## src/rtl/line_buffer_taps.sv

```systemverilog
// line_buffer_taps: row-major pixel stream to K-high vertical tap columns.
// Ports: clk, rstn (async, active-low), start (frame enable),
//   din/din_valid (pixel in, no backpressure), taps (K*DW column,
//   oldest row at MSB), taps_valid, out_row/out_col (coords of taps),
//   frame_done (1-cycle pulse after the last valid column).
// Option: define LB_BORDER_MASK_EN to flag only columns with out_col >= K-1.
module line_buffer_taps #(
   parameter int K  = 5,
   parameter int Ni = 28,
   parameter int DW = 8
) (
   input  logic            clk,
   input  logic            rstn,
   input  logic            start,
   input  logic [DW-1:0]   din,
   input  logic            din_valid,
   output logic [K*DW-1:0] taps,
   output logic            taps_valid,
   output logic [9:0]      out_row,
   output logic [9:0]      out_col,
   output logic            frame_done
);

   localparam int CW = (Ni > 1) ? $clog2(Ni) : 1;

   typedef enum logic [1:0] {
      IDLE,
      FILL,
      RUN,
      DONE
   } state_e;

   state_e            state_q, state_d;
   logic [9:0]        row_q, row_d;
   logic [9:0]        col_q, col_d;
   logic [K*DW-1:0]   taps_q, taps_d;
   logic              tv_q, tv_d;
   logic [9:0]        orow_q, orow_d;
   logic [9:0]        ocol_q, ocol_d;
   logic              fd_q, fd_d;

   // lb[0] is the previous row, lb[K-2] the oldest
   logic [DW-1:0]     lb [K-1][Ni];

   logic [CW-1:0]     col_idx;
   logic [K*DW-1:0]   column;
   logic              accept;
   logic              last_col;
   logic              mask_ok;

   assign col_idx  = col_q[CW-1:0];
   assign last_col = (col_q == 10'(Ni - 1));
   assign accept   = start && din_valid &&
                     ((state_q == FILL) || (state_q == RUN));

`ifdef LB_BORDER_MASK_EN
   assign mask_ok = (col_q >= 10'(K - 1));
`else
   assign mask_ok = 1'b1;
`endif

   // Column is assembled from the line arrays before they shift
   always_comb begin
      column = '0;
      column[DW-1:0] = din;
      for (int j = 0; j < K - 1; j++) begin
         column[(j+1)*DW +: DW] = lb[j][col_idx];
      end
   end

   // Line storage is not reset; its contents only reach a valid
   // column after K-1 fresh rows of the current frame are written.
   always_ff @(posedge clk) begin
      if (accept) begin
         lb[0][col_idx] <= din;
         for (int j = 1; j < K - 1; j++) begin
            lb[j][col_idx] <= lb[j-1][col_idx];
         end
      end
   end

   always_comb begin
      state_d = state_q;
      row_d   = row_q;
      col_d   = col_q;
      taps_d  = taps_q;
      tv_d    = 1'b0;
      orow_d  = orow_q;
      ocol_d  = ocol_q;
      fd_d    = 1'b0;
      if (!start) begin
         state_d = IDLE;
         row_d   = '0;
         col_d   = '0;
      end else begin
         unique case (state_q)
            IDLE: begin
               row_d   = '0;
               col_d   = '0;
               state_d = FILL;
            end
            FILL, RUN: begin
               if (din_valid) begin
                  taps_d = column;
                  orow_d = row_q;
                  ocol_d = col_q;
                  tv_d   = (state_q == RUN) && mask_ok;
                  if (last_col) begin
                     col_d = '0;
                     row_d = row_q + 10'd1;
                  end else begin
                     col_d = col_q + 10'd1;
                  end
                  if ((state_q == FILL) && last_col &&
                      (row_q == 10'(K - 2))) begin
                     state_d = RUN;
                  end
                  if ((state_q == RUN) && last_col &&
                      (row_q == 10'(Ni - 1))) begin
                     state_d = DONE;
                     row_d   = '0;
                  end
               end
            end
            DONE: begin
               state_d = IDLE;
               fd_d    = 1'b1;
            end
            default: state_d = IDLE;
         endcase
      end
   end

   always_ff @(posedge clk or negedge rstn) begin
      if (!rstn) begin
         state_q <= IDLE;
         row_q   <= '0;
         col_q   <= '0;
         taps_q  <= '0;
         tv_q    <= 1'b0;
         orow_q  <= '0;
         ocol_q  <= '0;
         fd_q    <= 1'b0;
      end else begin
         state_q <= state_d;
         row_q   <= row_d;
         col_q   <= col_d;
         taps_q  <= taps_d;
         tv_q    <= tv_d;
         orow_q  <= orow_d;
         ocol_q  <= ocol_d;
         fd_q    <= fd_d;
      end
   end

   assign taps       = taps_q;
   assign taps_valid = tv_q;
   assign out_row    = orow_q;
   assign out_col    = ocol_q;
   assign frame_done = fd_q;

endmodule

```

## config.mk

```make
export PLATFORM = sky130hd
export DESIGN_NAME = line_buffer_taps
export DESIGN_NICKNAME = d
export VERILOG_FILES = /design/src/rtl/line_buffer_taps.sv
export SDC_FILE = /design/constraint.sdc
export NUM_CORES = 1
export LEC_CHECK = 0
export CAP_MARGIN = 20
export CORE_MARGIN = 2
export CORE_UTILIZATION = 60
export CTS_BUF_LIST = sky130_fd_sc_hd__clkbuf_8 sky130_fd_sc_hd__clkbuf_16
export DETAILED_ROUTE_END_ITERATION = 10
export PLACE_DENSITY = 0.77
export SETUP_SLACK_MARGIN = 0.5
export SYNTH_ARGS = -nofsm -noshare
export SYNTH_HDL_FRONTEND = slang
export SYNTH_SLANG_ARGS = --single-unit
```

## constraint.sdc

```tcl
create_clock -name clk -period 4.4 [get_ports clk]
set_clock_uncertainty 0.1 [all_clocks]
set_input_delay 0.66 -clock clk [delete_from_list [all_inputs] [get_ports clk]]
set_output_delay 0.66 -clock clk [all_outputs]
set_load 0.05 [all_outputs]
```

==> metrics.csv, run 1 <==
metric;value;unit
status;finished clean;
PD cells;597;nW/um^2
Lkg Pwr;14.0;nW
yosys warns;0;
PortBufs;73;
Area Growth Syn to Fin;14.9;%
nets;2216;
H-tree levels;3;
largest family of logic cells by synthesized area;multiplexers;
Overflow after GRT;0;
vias per std cell;6.73;
clock transition at the registers of the reported paths;60;ps
vias in the first global route;20925;
Slew @ Worst Pin;1120;ps
FF/Latch Area;29000;sq um
Peak VDD IR;0.329;mV
Critical R2R Launch;col_q[4];
headroom to the max-slew limit;25.2;%
critical path startpoint;col_q[4];
Post-Synth Simple-Gate Area;4.01;%
Die Ht;256;um
HP Class;in2async;
first-pass GRT wire length;142;mm
Req. time, crit path;4830;ps
Mapped Cells;2031;
final hold viol count;0;
RePlAce Congestion;0.886;
FF+latch count, synth;980;
# rows;92;
biggest area consumer among synthesized cells;edfxtp_1;
core area;63000;sq um
post-synth cell types;69;
clk buf depth;3;
via count;21008;
antenna-violating nets left;0;
Synth Cell Area;38200;sq um
Synth Area in Adders;0.295;%
startpoint types;flip-flop;
Post-synth EDFFs;896;
WL final;97.9;mm
Crit Path Category;reg2reg;
total CTS buffers;95;
top cell type's share of synthesized area;70.4;%
routed wl met3;11.0;mm
root buf cell;clkbuf_16;
largest net degree at the start of global routing;64;
Post-CTS Setup Bufs;0;
fin crit share;88.7;%
placed standard-cell area;40600;sq um
Highest Clock Rate;256;MHz
DP Wirelength;56.4;mm
xor and xnor fraction of the mapped netlist area;0.115;%
DR iter-0 viols;2802;
# DRC;0;
final instance area;43900;sq um
CP endpoint kind;flip-flop;
max_cap viols;0;
Starting Density;60.7;%
full die area;65700;sq um
footprint of the multi-input gates;8640;sq um
synthesized net count;2052;
Synth Area in Compound Gates;4.42;%
worst-skew pair later-pin latency;670;ps
crit path DAT;4330;ps
final setup TNS;0;ps
Seq/Total Area, Yosys;75.9;%
Post-Route M1 WL;35.6;mm
post-synthesis mux area share;13.3;%
# IOs;74;
TritonCTS clock tree;done;
Die X-Extent;256;um
Synth Flop Type;edfxtp_1;
n_diodes;0;
Avg Inst Size Synth;18.8;sq um
GRT Total Usage;30.0;%
min cycle time layout;3900;ps
ratio of cells with drive above 1 in the final layout;19.3;%
count leader, synth;edfxtp_1;
asr flop ratio synth;8.57;%
top post-synthesis cells by area;edfxtp_1 (70%), mux4_2 (6.1%), mux2i_1 (5.9%);
Avg WL per Cell;31.4;um
top sig layer;met4;
RSZ-0062 raised after global routing;false;
Crit Path Max Fanout;29;
TritonRoute pass-1 iters;6;
Post-synth top cells;edfxtp_1 (896), mux2i_1 (227), nand2_1 (123), mux4_2 (103), dfrtp_1 (84);
antenna violations before repair;2;
CTS sink cnt;980;
fin. max-slew vios;0;
filler instances;3773;
Setup-failing EPs final;0;
metal2 WL;47.6;mm
## repair_timing
item | in CTS | in global routing
resized for setup | 0 | 2
hold buffers | 0 | 0
endpoints found under the setup margin | 0 | 29
## per-stage QoR
step	std cells	utilization [%]	worst slack (ps)	total power, W	hold slack [ps]
floorplan	2031	-	710	0.0159	264
global placement	2941	64.4	833	0.0177	358
detailed placement	2941	64.4	704	0.0179	362
CTS	3119	69.6	655	0.0262	99.9
global route	3122	69.7	538	0.0269	156
finish	3122	69.7	497	0.0262	79.5
## state kept, by name, indices dropped and copies added (netlist names)
signal / count
col_q: 10
frame_done: 1
lb: 896
out_col: 10
out_row: 10
row_q: 10
state_q: 2
taps: 40
taps_valid: 1
## path summary, 6_finish.rpt
path                         endpoint  depth (start not counted)  slack [ps]
setup / recovery             taps[30]                          7         500
hold / removal                taps[4]                          1          80
setup reg to reg             taps[30]                          7         500
hold reg to reg            out_col[6]                          2         370
max in group asynchronous  out_row[3]                          2        3140
min in group clk           out_col[6]                          2         370
## placed cells by master (no fill, tap or decap), types with 10 or more instances in the layout
master | synthesis | final
dfrtp_1 | 84 | 81
bufinv_16 | 0 | 14
o21ai_1 | 11 | 11
a22oi_1 | 55 | 55
nand2_1 | 123 | 123
inv_1 | 12 | 35
clkinv_2 | 0 | 16
nand3_1 | 48 | 47
clkinv_1 | 0 | 10
a211oi_1 | 17 | 17
buf_4 | 11 | 84
buf_12 | 6 | 22
nor2_1 | 61 | 41
o21ai_0 | 34 | 34
clkbuf_16 | 0 | 96
mux4_2 | 103 | 103
edfxtp_1 | 896 | 896
clkdlybuf4s50_1 | 0 | 72
a21oi_1 | 10 | 10
nor2_4 | 0 | 20
mux2i_1 | 227 | 227
o22ai_1 | 61 | 61
nor3_1 | 12 | 10
mux2_2 | 14 | 14
## cell type report
class                   instances  share of cell area (%)
clock buffers                 103                    5.70
clock inverters                75                    1.73
inverters                      12                   0.103
multi-input cells             925                    19.7
flip-flops and latches        980                    66.1
well taps                     846                    2.41
repair buffers                181                    4.22
## cells by family (layout without fill, tap and decap cells)
logic type,Yosys count,in the layout
AOI/OAI and AO/OA,236,236
buffers and inverters,126,371
adders and majority gates,9,9
and+or+nand+nor,315,315
xor gates and xnor gates,5,5
muxes,360,360
DFF,980,980
## metal layers
layer	up-vias	track usage (%)
li1	8537	-
met1	10764	41.0
met3	218	5.67
met5	-	0
met4	0	11.9
met2	1489	48.6
## critical path: stages, from the launching register on
cell	delay [ps]
dfrtp_1	970
buf_4	410
nand3b_1	720
o32ai_1	210
nor4_1	630
nand3_1	160
buf_4	270
mux2_2	290
## power by group
| group | internal (W) | switching [W] |
|---|---|---|
| clock | 0.00493 | 0.00348 |
| sequential | 0.0115 | 0.000316 |
| combinational | 0.00211 | 0.00385 |
| total | 0.0185 | 0.00764 |
No activity file was read; power rests on OpenSTA's default activity.
==> inputs of run 2 (changes only) <==
--- a/config.mk
+++ b/config.mk
@@ -9,6 +9,7 @@
 export CORE_MARGIN = 2
 export CORE_UTILIZATION = 60
 export CTS_BUF_LIST = sky130_fd_sc_hd__clkbuf_8 sky130_fd_sc_hd__clkbuf_16
+export CTS_CLUSTER_DIAMETER = 200
 export DETAILED_ROUTE_END_ITERATION = 10
 export PLACE_DENSITY = 0.77
 export SETUP_SLACK_MARGIN = 0.5
==> results of run 2 <==
The final DEF is identical to that of run 1; final timing and power are the same.
